<file path="src/rtl/pe_feeder_if.sv">
// Stream and processing-element bus bundle for pe_feeder.
// master = the feeder side, slave = the stream source / PE side.
interface pe_feeder_if #(
    parameter int L_RAM_SIZE = 6
);
    logic [31:0]           s_data;
    logic                  s_valid;
    logic                  s_ready;
    logic [31:0]           pe_ain;
    logic [31:0]           pe_din;
    logic [31:0]           pe_cin;
    logic [L_RAM_SIZE-1:0] pe_addr;
    logic                  pe_we;
    logic                  pe_valid;
    logic [31:0]           pe_dout;

    modport master (
        input  s_data, s_valid, pe_dout,
        output s_ready, pe_ain, pe_din, pe_cin, pe_addr, pe_we, pe_valid
    );

    modport slave (
        output s_data, s_valid, pe_dout,
        input  s_ready, pe_ain, pe_din, pe_cin, pe_addr, pe_we, pe_valid
    );
endinterface

</file>
<file path="src/rtl/pe_feeder.sv">
// pe_feeder: loads the B vector into PE RAM, then streams A one element at a
// time through the PE MAC, accumulating the Q24.8 dot product.
module pe_feeder #(
    parameter int L_RAM_SIZE  = 6,
    parameter int MAC_LATENCY = 4
) (
    input  logic                aclk,
    input  logic                areset,
    input  logic                start,
    input  logic [L_RAM_SIZE:0] len,
    pe_feeder_if.master         bus,
    output logic                busy,
    output logic                done,
    output logic [31:0]         result
);
    // state | meaning
    // IDLE  | waiting for start
    // LOAD  | writing B words into PE RAM
    // FETCH | waiting for the next A word
    // MAC   | PE operands held for MAC_LATENCY+1 cycles
    // DONE  | publish result; done pulses on exit
    typedef enum logic [2:0] {IDLE, LOAD, FETCH, MAC, DONE} state_t;

    localparam int CW = $clog2(MAC_LATENCY + 2);

    state_t                state, state_n;
    logic [L_RAM_SIZE:0]   len_q, len_n;
    logic [L_RAM_SIZE:0]   index, index_n, index_inc;
    logic [31:0]           acc, acc_n;
    logic [31:0]           a_reg, a_n;
    logic [31:0]           pe_din_q, din_n;
    logic [31:0]           result_n;
    logic [L_RAM_SIZE-1:0] pe_addr_q, addr_n;
    logic [CW-1:0]         mac_cnt, cnt_n;
    logic                  s_ready_q, sready_n;
    logic                  pe_we_q, we_n;
    logic                  pe_valid_q, valid_n;
    logic                  busy_n, done_n;
    logic                  accept;

    assign accept    = bus.s_valid && s_ready_q;
    assign index_inc = index + 1'b1;

    assign bus.s_ready  = s_ready_q;
    assign bus.pe_ain   = a_reg;
    assign bus.pe_din   = pe_din_q;
    assign bus.pe_cin   = acc;
    assign bus.pe_addr  = pe_addr_q;
    assign bus.pe_we    = pe_we_q;
    assign bus.pe_valid = pe_valid_q;

    always_comb begin
        state_n  = state;
        len_n    = len_q;
        index_n  = index;
        acc_n    = acc;
        a_n      = a_reg;
        cnt_n    = mac_cnt;
        din_n    = pe_din_q;
        addr_n   = pe_addr_q;
        result_n = result;
        we_n     = 1'b0;
        case (state)
            IDLE: begin
                if (start) begin
                    len_n   = len;
                    index_n = '0;
                    acc_n   = '0;
                    state_n = (len == '0) ? DONE : LOAD;
                end
            end
            LOAD: begin
                if (accept) begin
                    we_n   = 1'b1;
                    addr_n = index[L_RAM_SIZE-1:0];
                    din_n  = bus.s_data;
                    if (index_inc == len_q) begin
                        index_n = '0;
                        state_n = FETCH;
                    end else begin
                        index_n = index_inc;
                    end
                end
            end
            FETCH: begin
                addr_n = index[L_RAM_SIZE-1:0];
                if (accept) begin
                    a_n     = bus.s_data;
                    cnt_n   = CW'(MAC_LATENCY);
                    state_n = MAC;
                end
            end
            MAC: begin
                // operands stay frozen; the PE result is taken on the terminal count
                if (mac_cnt == '0) begin
                    acc_n   = bus.pe_dout;
                    index_n = index_inc;
                    state_n = (index_inc < len_q) ? FETCH : DONE;
                end else begin
                    cnt_n = mac_cnt - 1'b1;
                end
            end
            DONE: begin
                result_n = acc;
                state_n  = IDLE;
            end
            default: state_n = IDLE;
        endcase
        sready_n = (state_n == LOAD) || (state_n == FETCH);
        valid_n  = (state_n == MAC);
        busy_n   = (state_n != IDLE);
        done_n   = (state == DONE);
    end

    always_ff @(posedge aclk or posedge areset) begin
        if (areset) begin
            state      <= IDLE;
            len_q      <= '0;
            index      <= '0;
            acc        <= '0;
            a_reg      <= '0;
            mac_cnt    <= '0;
            pe_din_q   <= '0;
            pe_addr_q  <= '0;
            pe_we_q    <= 1'b0;
            pe_valid_q <= 1'b0;
            s_ready_q  <= 1'b0;
            busy       <= 1'b0;
            done       <= 1'b0;
            result     <= '0;
        end else begin
            state      <= state_n;
            len_q      <= len_n;
            index      <= index_n;
            acc        <= acc_n;
            a_reg      <= a_n;
            mac_cnt    <= cnt_n;
            pe_din_q   <= din_n;
            pe_addr_q  <= addr_n;
            pe_we_q    <= we_n;
            pe_valid_q <= valid_n;
            s_ready_q  <= sready_n;
            busy       <= busy_n;
            done       <= done_n;
            result     <= result_n;
        end
    end
endmodule

</file>
<file path="src/flat_wrapper.sv">
// flat-port wrapper written by rule: the top's interface ports become plain ports
module pe_feeder_flat 
#(
    parameter int L_RAM_SIZE  = 6,
    parameter int MAC_LATENCY = 4
)
  (aclk, areset, start, len, busy, done, result, bus_s_data, bus_s_valid, bus_pe_dout, bus_s_ready, bus_pe_ain, bus_pe_din, bus_pe_cin, bus_pe_addr, bus_pe_we, bus_pe_valid);
  pe_feeder_if #(.L_RAM_SIZE(L_RAM_SIZE)) bus_i ();
  input  logic aclk;
  input  logic areset;
  input  logic start;
  input  logic [L_RAM_SIZE:0] len;
  output logic busy;
  output logic done;
  output logic [31:0] result;
  input wire logic [$bits(bus_i.s_data)-1:0] bus_s_data;
  input wire logic [$bits(bus_i.s_valid)-1:0] bus_s_valid;
  input wire logic [$bits(bus_i.pe_dout)-1:0] bus_pe_dout;
  output wire logic [$bits(bus_i.s_ready)-1:0] bus_s_ready;
  output wire logic [$bits(bus_i.pe_ain)-1:0] bus_pe_ain;
  output wire logic [$bits(bus_i.pe_din)-1:0] bus_pe_din;
  output wire logic [$bits(bus_i.pe_cin)-1:0] bus_pe_cin;
  output wire logic [$bits(bus_i.pe_addr)-1:0] bus_pe_addr;
  output wire logic [$bits(bus_i.pe_we)-1:0] bus_pe_we;
  output wire logic [$bits(bus_i.pe_valid)-1:0] bus_pe_valid;
  assign bus_i.s_data = bus_s_data;
  assign bus_i.s_valid = bus_s_valid;
  assign bus_i.pe_dout = bus_pe_dout;
  assign bus_s_ready = bus_i.s_ready;
  assign bus_pe_ain = bus_i.pe_ain;
  assign bus_pe_din = bus_i.pe_din;
  assign bus_pe_cin = bus_i.pe_cin;
  assign bus_pe_addr = bus_i.pe_addr;
  assign bus_pe_we = bus_i.pe_we;
  assign bus_pe_valid = bus_i.pe_valid;
  pe_feeder #(.L_RAM_SIZE(L_RAM_SIZE), .MAC_LATENCY(MAC_LATENCY)) u_core (.aclk(aclk), .areset(areset), .start(start), .len(len), .bus(bus_i), .busy(busy), .done(done), .result(result));
endmodule
</file>
<file path="config.mk">
export PLATFORM = sky130hd
export DESIGN_NAME = pe_feeder_flat
export DESIGN_NICKNAME = d
export VERILOG_FILES = /design/src/rtl/pe_feeder_if.sv /design/src/rtl/pe_feeder.sv /design/src/flat_wrapper.sv
export SDC_FILE = /design/constraint.sdc
export NUM_CORES = 1
export LEC_CHECK = 0
export ABC_AREA = 1
export BUFFER_PORTS_ARGS = -buffer_cell sky130_fd_sc_hd__buf_4
export CORE_ASPECT_RATIO = 0.5
export CORE_UTILIZATION = 50
export CTS_CLUSTER_SIZE = 20
export DETAILED_ROUTE_END_ITERATION = 10
export GPL_ROUTABILITY_DRIVEN = 0
export PLACE_DENSITY = 0.81
export SYNTH_ARGS = -nofsm -noshare
export SYNTH_HDL_FRONTEND = slang
export SYNTH_SLANG_ARGS = --single-unit
</file>
<file path="constraint.sdc">
create_clock -name aclk -period 6.13 [get_ports aclk]
set_input_delay 1.226 -clock aclk [delete_from_list [all_inputs] [get_ports aclk]]
set_output_delay 1.226 -clock aclk [all_outputs]
set_load 0.01 [all_outputs]
</file>
[After elaboration in Yosys (flattened, before gate mapping)]
Index checks and enable logic that the tools add are counted.
Widths: inputs -> output; s select.
Cells by class
  add/sub/neg operators: 2
  magnitude comparators: 1
  eq/ne operators: 13
  mux-type cells: 23
  reduce and logical (&&, ||, !) cells: 17
Operators by type and width (number)
  $mux 32: 2
  $pmux 32 s2: 1
  $mux 7: 4
  $mux 3: 9
  $pmux 7 s3: 1
  $eq 3x2->1 const B: 4
  $pmux 3 s4: 1
  $pmux 6 s2: 1
  $reduce_and 2->1: 4
  $add 7x1->7 const B: 1
  $eq 7x7->1: 1
  $logic_not 7->1: 1
  $lt 7x7->1: 1
  $eq 3x1->1 const B: 2
  $logic_not 3->1: 2
  $mux 6: 1
  $ne 2x1->1 const B: 3
  $pmux 3 s2: 1
  $reduce_and 3->1: 2
  $reduce_bool 2->1: 3
  $reduce_bool 3->1: 2
  $ne 2x2->1 const B: 2
  $reduce_and 4->1: 1
  $eq 3x3->1 const B: 1
  4 further kinds: 5
Word-level totals
  register bits after elaboration: 159
  input port bits: 75
  output and inout port bits: 139
  logic and storage cells: 70

[Longest topological paths before layout]
Gate-level depths: netlist (run 1).
  depth in word-level cells: 7
  gate-level depth with buffers: 16
  gate-level depth less buffers: 16

[Least setup slack after synthesis (run 1)]
Ideal clock, no wire load.
  kind: flip-flop to flip-flop
  from: register u_core.index[0]
  to: register u_core.busy
  setup time: 0.136 ns
  data arrival time: 2.069 ns
  data required time: 5.994 ns
  slack: 3.925 ns
  stages on the path, launching flop included: 15
  buffers on the path: 0
  clock period less this slack: 2.205 ns
  cells stage by stage: dfrtp_1 -> ha_1 -> nand3_1 -> nor2_1 -> nand2_1 -> xor2_1 -> inv_1 -> ha_1 -> nand2_1 -> nor2_1 -> nand3b_1 -> nand2_1 -> nand2_1 -> o21ai_0 -> nand3_1
On the way
  longest elaborated chain between the ends: 6
  elaborated cells on any way between the ends: 9
  classes of those cells: add/sub (1); order compare (1); eq/ne (1); mux (5); reduce/logical (1)
RTL lines
  from (decl): RTL line pe_feeder.sv:28  | logic [L_RAM_SIZE:0] index, index_n, index_inc;
  from (signal assigned): RTL line pe_feeder.sv:134  | index <= index_n;
  $add 7x1->7 (*): RTL line pe_feeder.sv:42  | assign index_inc = index + 1'b1;
  $lt 7x7->1 or $eq 7x7->1 (tied branches): RTL line pe_feeder.sv:98, pe_feeder.sv:77
  $mux 3, on equally long branches: RTL line pe_feeder.sv:98, pe_feeder.sv:77
  $mux 3, on equally long branches: RTL line pe_feeder.sv:95, pe_feeder.sv:73
  $pmux 3 s4 (*): RTL line pe_feeder.sv:63  | case (state)
  $reduce_bool 3->1 (*): RTL line pe_feeder.sv:111  | busy_n = (state_n != IDLE);
  named net u_core.busy_n: RTL line pe_feeder.sv:38  | logic busy_n, done_n;
  to (signal assigned): RTL line pe_feeder.sv:143  | busy <= busy_n;
  to (decl): RTL line pe_feeder.sv:12  | output logic busy,
The timed path passes the listed nets; every way through them passes the cells marked *.
A chain may end at the register's enable or synchronous reset.

[Worst setup path in the final report (run 1)]
Ends and elaborated chain as after synthesis.

==> reports/qor.yml, run 1 <==
pre_cts_ws_ps: 3067
critPathMaxFanout: 6
area_delta_synth_final_pct: 35.24
grt_max_degree: 114
synth-seq-area-share_pct: 62.43
antenna_found_initial: 0
crit_family: "simple AND/OR/NAND/NOR gates"
critPathSlowestCell: "dfrtp_1"
clock-root-buffer: "clkbuf_16"
synth_cell_type_count: 25
ys_seq_elements: 159
multi_input_area_sq_um: 1887
worstSetupPathType: "register to register"
worst_slack_ps: 3403
slew_violations: 0
io_pins: 214
regArea_sq_um: 3979
syn_area_sq_um: 6374
hold_path_end: "u_core.bus.pe_din[7]"
r2r_slack_ps: 3400
cts_made_buffers: 17
synth_xor_area_share_pct: 0.6871
min-delay-start: "u_core.bus.pe_din[7]"
required_ps: 6390
die_area_sq_um: 13230
power_density_nw_per_um2: 349.3
ctsResizeCount: 0
via_count: 5289
synth_fa_ha_area_share_pct: 1.963
dp_hpwl_microns: 10620
hold_depth: 2
layout_common_cells: "216 x buf_4, 159 x dfrtp_1, 144 x o21ai_0"
start_kind: "register"
reg2regPathDepth: 14
n_fill_cell: 952
cts_tree: "done"
cts.sinks: 159
syn_area_per_cell_sq_um: 9.485
worstMarginPinSlew_ps: 1048
grt_pass1_vias: 5043
path_common_cell: "nand2_1"
die_w_microns: 161.7
synth_simple_gate_area_share_pct: 13.55
yosys_warnings: 0
p_sw_share_pct: 31.81
h-tree-depth: 4
die_h_microns: 81.84
diodes: 0
hold_violations: 0
final_common_cell: "buf_4"
min_period_over_period_pct: 44.48
hold_buffers: 0
wl_per_cell_microns: 14.61
layout-drive-gt1-share_pct: 29.10
gr-total-overflow: 0
final_nets: 962
leakage_nw: 4.442
syn_nets: 757
tns_ps: 0
viasPerCell: 5.013
holdCritPathClass: "register to register"
p_int_mw: 2.053
synth.area.mux_share_pct: 0.5300
p_switching_uw: 957.8
io_buffers: 213
rows: 28
syn_inst: 672
cts_buffer_depth: 2
maxCapViolCount: 0
fmax_mhz: 366.8
grt_usage_pct: 23.48
drc: 0
cp.arrival_ps: 2990
fin_crit_ps: 2727
pwr-share-comb_pct: 24.0
end_kind: "register"
coreArea_sq_um: 12120
setup-violations-final: 0
start_util_pct: 52.58
pwr-share-clk_pct: 32.7
dr.pass1.iters: 5
drt_iter0_markers: 420
rsz0062_at_grt: "false"
synth-compound-area-share_pct: 12.80
wl_microns: 15410
cts_setup_buffers: 0
ir_worst_vdd_uv: 177.9
finClkSkew_ps: 13.81
path_cells: "ha_1 > nand3_1 > nor2_1 > nand2_1 > xor2_1 > inv_1 > ha_1 > nand2_1 > nor2_1 > nand3b_1 > nand2_1 > nand2_1 > o21ai_0 > nand3_1"
antenna_left: 0
slew_headroom_pct: 29.89
reg2reg_from: "u_core.index[0]"
synth_top_family_by_area: "simple AND/OR/NAND/NOR gates"
pwr-share-seq_pct: 43.3
status: "finished, final reports clean"
path_buf_inv: 1
grt_pass1_wl_microns: 24370
clk_pin_slew_worst_paths_ps: 60
r2r-end: "u_core.busy"
max_stage_delay_ps: 460
clk_latency_ps: 410
## cell usage after synthesis
library cell / n / share of area, %
clkbuf_1: 17 / 1.0
buf_1: 2 / 0.12
o21ai_4: 1 / 0.26
nand2_2: 1 / 0.098
xor2_1: 5 / 0.69
a21boi_0: 1 / 0.12
nor2_1: 19 / 1.1
inv_2: 3 / 0.18
nor3_4: 1 / 0.26
buf_2: 8 / 0.63
o21ai_0: 144 / 11
inv_1: 95 / 5.6
nand3b_1: 1 / 0.12
ha_1: 10 / 2.0
o22ai_1: 3 / 0.29
o21a_1: 1 / 0.12
o21ai_1: 2 / 0.16
buf_6: 3 / 0.53
mux2_2: 3 / 0.53
nand2_1: 137 / 8.1
a21oi_1: 7 / 0.55
dfrtp_1: 159 / 62
nand3_1: 44 / 3.5
nor3_1: 3 / 0.24
nand4_1: 2 / 0.20
## power by group through the flow
stage | Sequential, mW | Combinational, mW | Clock (mW)
finish | 1.30 | 0.723 | 0.984
global route | 1.32 | 0.808 | 1.05
CTS | 1.30 | 0.726 | 1.00
detailed placement | 1.32 | 0.720 | 0
global placement | 1.31 | 0.697 | 0
floorplan | 1.35 | 0.361 | 0
## layout make-up
cell class	count	share of cell area, %
multi-input combinational	385	21.89
clock buffer	18	4.979
clock inverter	14	1.437
timing repair buffer	216	18.81
sequential	159	46.16
inverter	98	4.326
tap	165	2.395
## sequential cells by signal, indices dropped and copies added, names as in the netlist
register and count:
u_core.bus.pe_ain 32, u_core.bus.pe_cin 32, u_core.bus.pe_din 32, u_core.result 32, u_core.index 7, u_core.len_q 7
u_core.bus.pe_addr 6, u_core.mac_cnt 3, u_core.state 3, u_core.bus.pe_valid 1, u_core.bus.pe_we 1, u_core.bus.s_ready 1
u_core.busy 1, u_core.done 1
## worst max-delay path by stage
stage                     slack [ps]  depth (start not counted)       startpoint               endpoint
final                           3400                         14  u_core.index[0]            u_core.busy
after floorplan                  610                          1           areset  u_core.bus.pe_addr[0]
after global routing            3140                         14  u_core.index[0]            u_core.busy
after detailed placement        3070                          6      bus_s_valid  u_core.bus.pe_addr[5]
after global placement          3100                          6      bus_s_valid  u_core.bus.pe_addr[0]
after CTS                       3490                          6      bus_s_valid  u_core.bus.pe_addr[5]
## cell families (layout without fill, tap and decap cells)
kind of cell    count (synthesis)  after routing
mux                             3              3
compound gates                159            159
xor+xnor                        5              5
flops                         159            159
fa+ha+maj                      10             10
simple gates                  208            208
buf+inv                       128            346
## stage by stage
step,hold WS (ps),power (mW),cell area [sq um],util [%],std cells
3_3_place_gp,467.0,2.009,8066,66.55,1023
4_1_cts,491.7,3.031,8620,71.11,1055
3_5_place_dp,474.1,2.039,8066,66.55,1023
2_1_floorplan,445.9,1.714,6374,-,672
6_report,483.9,3.011,8620,71.11,1055
5_1_grt,505.4,3.183,8620,71.11,1055
## tightest hold or removal path: cells and delay by family (launching register included)
| kind | cells | cell delay [ps] |
|---|---|---|
| simple gates | 1 | 50 |
| flops | 1 | 340 |
| compound gates | 1 | 60 |
## routing by layer
| layer | up-vias | GRT usage (%) | part of all wire (%) |
|---|---|---|---|
| li1 | 2566 | - | - |
| met1 | 2516 | 29.68 | 43 |
| met2 | 179 | 39.57 | 48 |
| met3 | 28 | 6.313 | 6.8 |
| met4 | 0 | 8.585 | 1.9 |
| met5 | - | 0 | 0 |
Power figures use the tool's default switching activity.
==> run 2, diff against run 1 <==
Settings changed: CORE_UTILIZATION 50 to 45, PLACE_DENSITY 0.81 to 0.77.
Clock period 6.13 ns to 2.2 ns, I/O delays scaled along.
==> run 2 against run 1 <==
The run now ends with setup timing left. Critical path type unchanged. Core utilization is 5.2 points lower. Non-clock buffer count rose by 14. Setup slack got worse by 3500 ps. Sequential share of layout area fell by 2.1 points. First-iteration DRC count down 30%. Hold slack worse by 420 ps. Power rose to 2.9 times the previous value. Largest cell class unchanged. Highest routed layer unchanged. Flip-flop and latch count did not move. Maximum frequency up 20%. Largest power group unchanged.
==> reports/qor.yml, run 2 (synthesized netlist as in run 1, its figures left out) <==
status: "finished with violations"  # was finished, final reports clean
violations: "setup timing"
worstSetupPathType: "register to register"  # unchanged
required_ps: 2470  # was 6390 ps
layout_common_cells: "222 x buf_4, 158 x dfrtp_1, 139 x o21ai_0"  # was 216 x buf_4, 159 x dfrtp_1, 144 x o21ai_0
leakage_nw: 4.569  # was 4.442 nW
io_pins: 214  # unchanged
clk_latency_ps: 410  # about the same
via_count: 5316  # was 5,289
hold_buffers: 0  # unchanged
rsz0062_at_grt: "true"  # was false
final_common_cell: "buf_4"  # unchanged
cts_buffer_depth: 2  # unchanged
coreArea_sq_um: 13700  # was 12,120 sq um
io_buffers: 213  # unchanged
antenna_found_initial: 0  # unchanged
fin_crit_ps: 2282  # was 2727 ps
dr.pass1.iters: 5  # unchanged
min_period_over_period_pct: 103.7  # was 44.48%
cts_made_buffers: 17  # unchanged
h-tree-depth: 4  # unchanged
p_int_mw: 6.030  # was 2.053 mW
finClkSkew_ps: 11.38  # was 13.81 ps
grt_pass1_vias: 5169  # was 5,043
gr-total-overflow: 0  # unchanged
setup-violations-final: 9  # was 0
holdCritPathClass: "input port to async pin"  # was register to register
ir_worst_vdd_uv: 474.4  # was 177.9 uV
clock-root-buffer: "clkbuf_16"  # unchanged
fmax_mhz: 438.3  # was 366.8 MHz
pwr-share-clk_pct: 32.3  # was 32.7%
utilization_pct: 65.90  # was 71.11%
wl_per_cell_microns: 14.34  # was 14.61 microns
final_cell_area_sq_um: 9029  # was 8620 sq um
wl_microns: 15710  # was 15,410 microns
worst_slack_ps: -81.57  # was 3403 ps
cts.sinks: 159  # unchanged
grt_max_degree: 67  # was 114
drt_iter0_markers: 292  # was 420
p_switching_mw: 2.834  # was 957.8 uW
final_nets: 976  # was 962
dp.cells: 1063  # was 1,023
pwr-share-seq_pct: 40.9  # was 43.3%
grt_pass1_wl_microns: 25170  # was 24,370 microns
power_density_nw_per_um2: 981.8  # was 349.3 nW/um^2
hold_violations: 0  # unchanged
clk_pin_slew_worst_paths_ps: 70  # was 60 ps
maxCapViolCount: 0  # unchanged
critPathSlowestCell: "dfrtp_1"  # unchanged
dp_hpwl_microns: 10740  # was 10,620 microns
p_sw_share_pct: 31.97  # was 31.81%
pre_cts_ws_ps: -57.57  # was 3067 ps
antenna_left: 0  # unchanged
pwr-share-comb_pct: 26.8  # was 24.0%
start_util_pct: 46.52  # was 52.58%
viasPerCell: 4.850  # was 5.013
cts_tree: "done"  # unchanged
diodes: 0  # unchanged
end_kind: "register"  # unchanged
start_kind: "register"  # unchanged
critPathMaxFanout: 5  # was 6
slew_violations: 0  # unchanged
grt_usage_pct: 21.73  # was 23.48%
die_area_sq_um: 14670  # was 13,230 sq um
place_area_sq_um: 8284  # was 8066 sq um
area_delta_synth_final_pct: 41.66  # was 35.24%
max_stage_delay_ps: 400  # was 460 ps
rows: 30  # was 28
drc: 0  # unchanged
path_cells: "ha_2 > nand3_4 > nor2_4 > nand2_2 > xor2_2 > inv_1 > ha_4 > nand2_4 > nor2_4 > nand3b_1 > nand2_1 > nand2_2 > nand2_4 > o22ai_2"  # was ha_1 > nand3_1 > nor2_1 > nand2_1 > xor2_1 > inv_1 > ha_1 > nand2_1 > nor2_1 > nand3b_1 > nand2_1 > nand2_1 > o21ai_0 > nand3_1
layout-drive-gt1-share_pct: 32.85  # was 29.10%
die_h_microns: 86.16  # was 81.84 microns
slew_headroom_pct: 37.73  # was 29.89%
hold_slack_ps: 65.75  # was 483.9 ps
die_w_microns: 170.3  # was 161.7 microns
total_power_mw: 8.864  # was 3.011 mW
tns_ps: -509.5  # was 0 ps
final_cells: 1096  # was 1,055
crit_start: "u_core.index[1]"  # was u_core.index[0]
worstMarginPinSlew_ps: 932.7  # was 1048 ps
cp.arrival_ps: 2550  # was 2990 ps
reg2reg_from: "u_core.index[1]"  # was u_core.index[0]
run 2: changes by cell type in the layout (fill, tap and decap cells not counted), sizes merged:
cell      previous run  this run
bufinv               0         1
buf                216       230
clkinvlp             2         4
clkinv               5         2
run 2: repair_timing:
item | CTS | global route
buffers inserted | 0 | 1
pin swaps | 6 | 10
setup endpoints to repair | 10 | 12
gates resized for setup | 8 | 27
run 2: final timing paths:
path,endpoint,cells past startpoint,slack (ps)
setup / recovery,u_core.index[4],14,-80
hold / removal,u_core.bus.pe_cin[0],2,70
setup reg to reg,u_core.index[4],14,-80
hold reg to reg,u_core.result[11],2,480
max in group asynchronous,u_core.bus.pe_cin[21],3,1570
min in group aclk,u_core.len_q[0],3,250
run 2: metal layers:
layer / up-vias / track usage, % / routed length, microns
met1: 2538 / 28.11 / 6817
met4: 0 / 7.862 / 383
met3: 29 / 4.984 / 815
li1: 2586 / - / -
met5: - / 0 / 0
met2: 163 / 36.10 / 7696
run 2: layout make-up:
cell class,count,area [sq um]
Fill cell,1082,4672
Sequential cell,159,3980
Multi-Input combinational cell,385,2046
Timing Repair Buffer,230,1818
Clock buffer,18,429.2
Inverter,98,371.6
Tap cell,192,240.2
Clock inverter,14,143.9
run 2: power groups by stage:
stage               registers [mW]  clock network (mW)  logic [mW]
finish                        3.63                2.86        2.38
global route                  3.69                3.08        2.64
CTS                           3.60                2.94        2.19
detailed placement            3.65                   0        2.13
global placement              3.63                   0        2.08
floorplan                     3.77                   0        1.01
run 2: worst max-delay path, delay by kind of cell, from the launching register on:
kind / cells / cell delay [ps]
and+or+nand+nor: 9 / 880
adders and majority gates: 2 / 530
DFF: 1 / 400
xor gates and xnor gates: 1 / 170
buffers and inverters: 1 / 90
AOI/OAI and AO/OA: 1 / 80
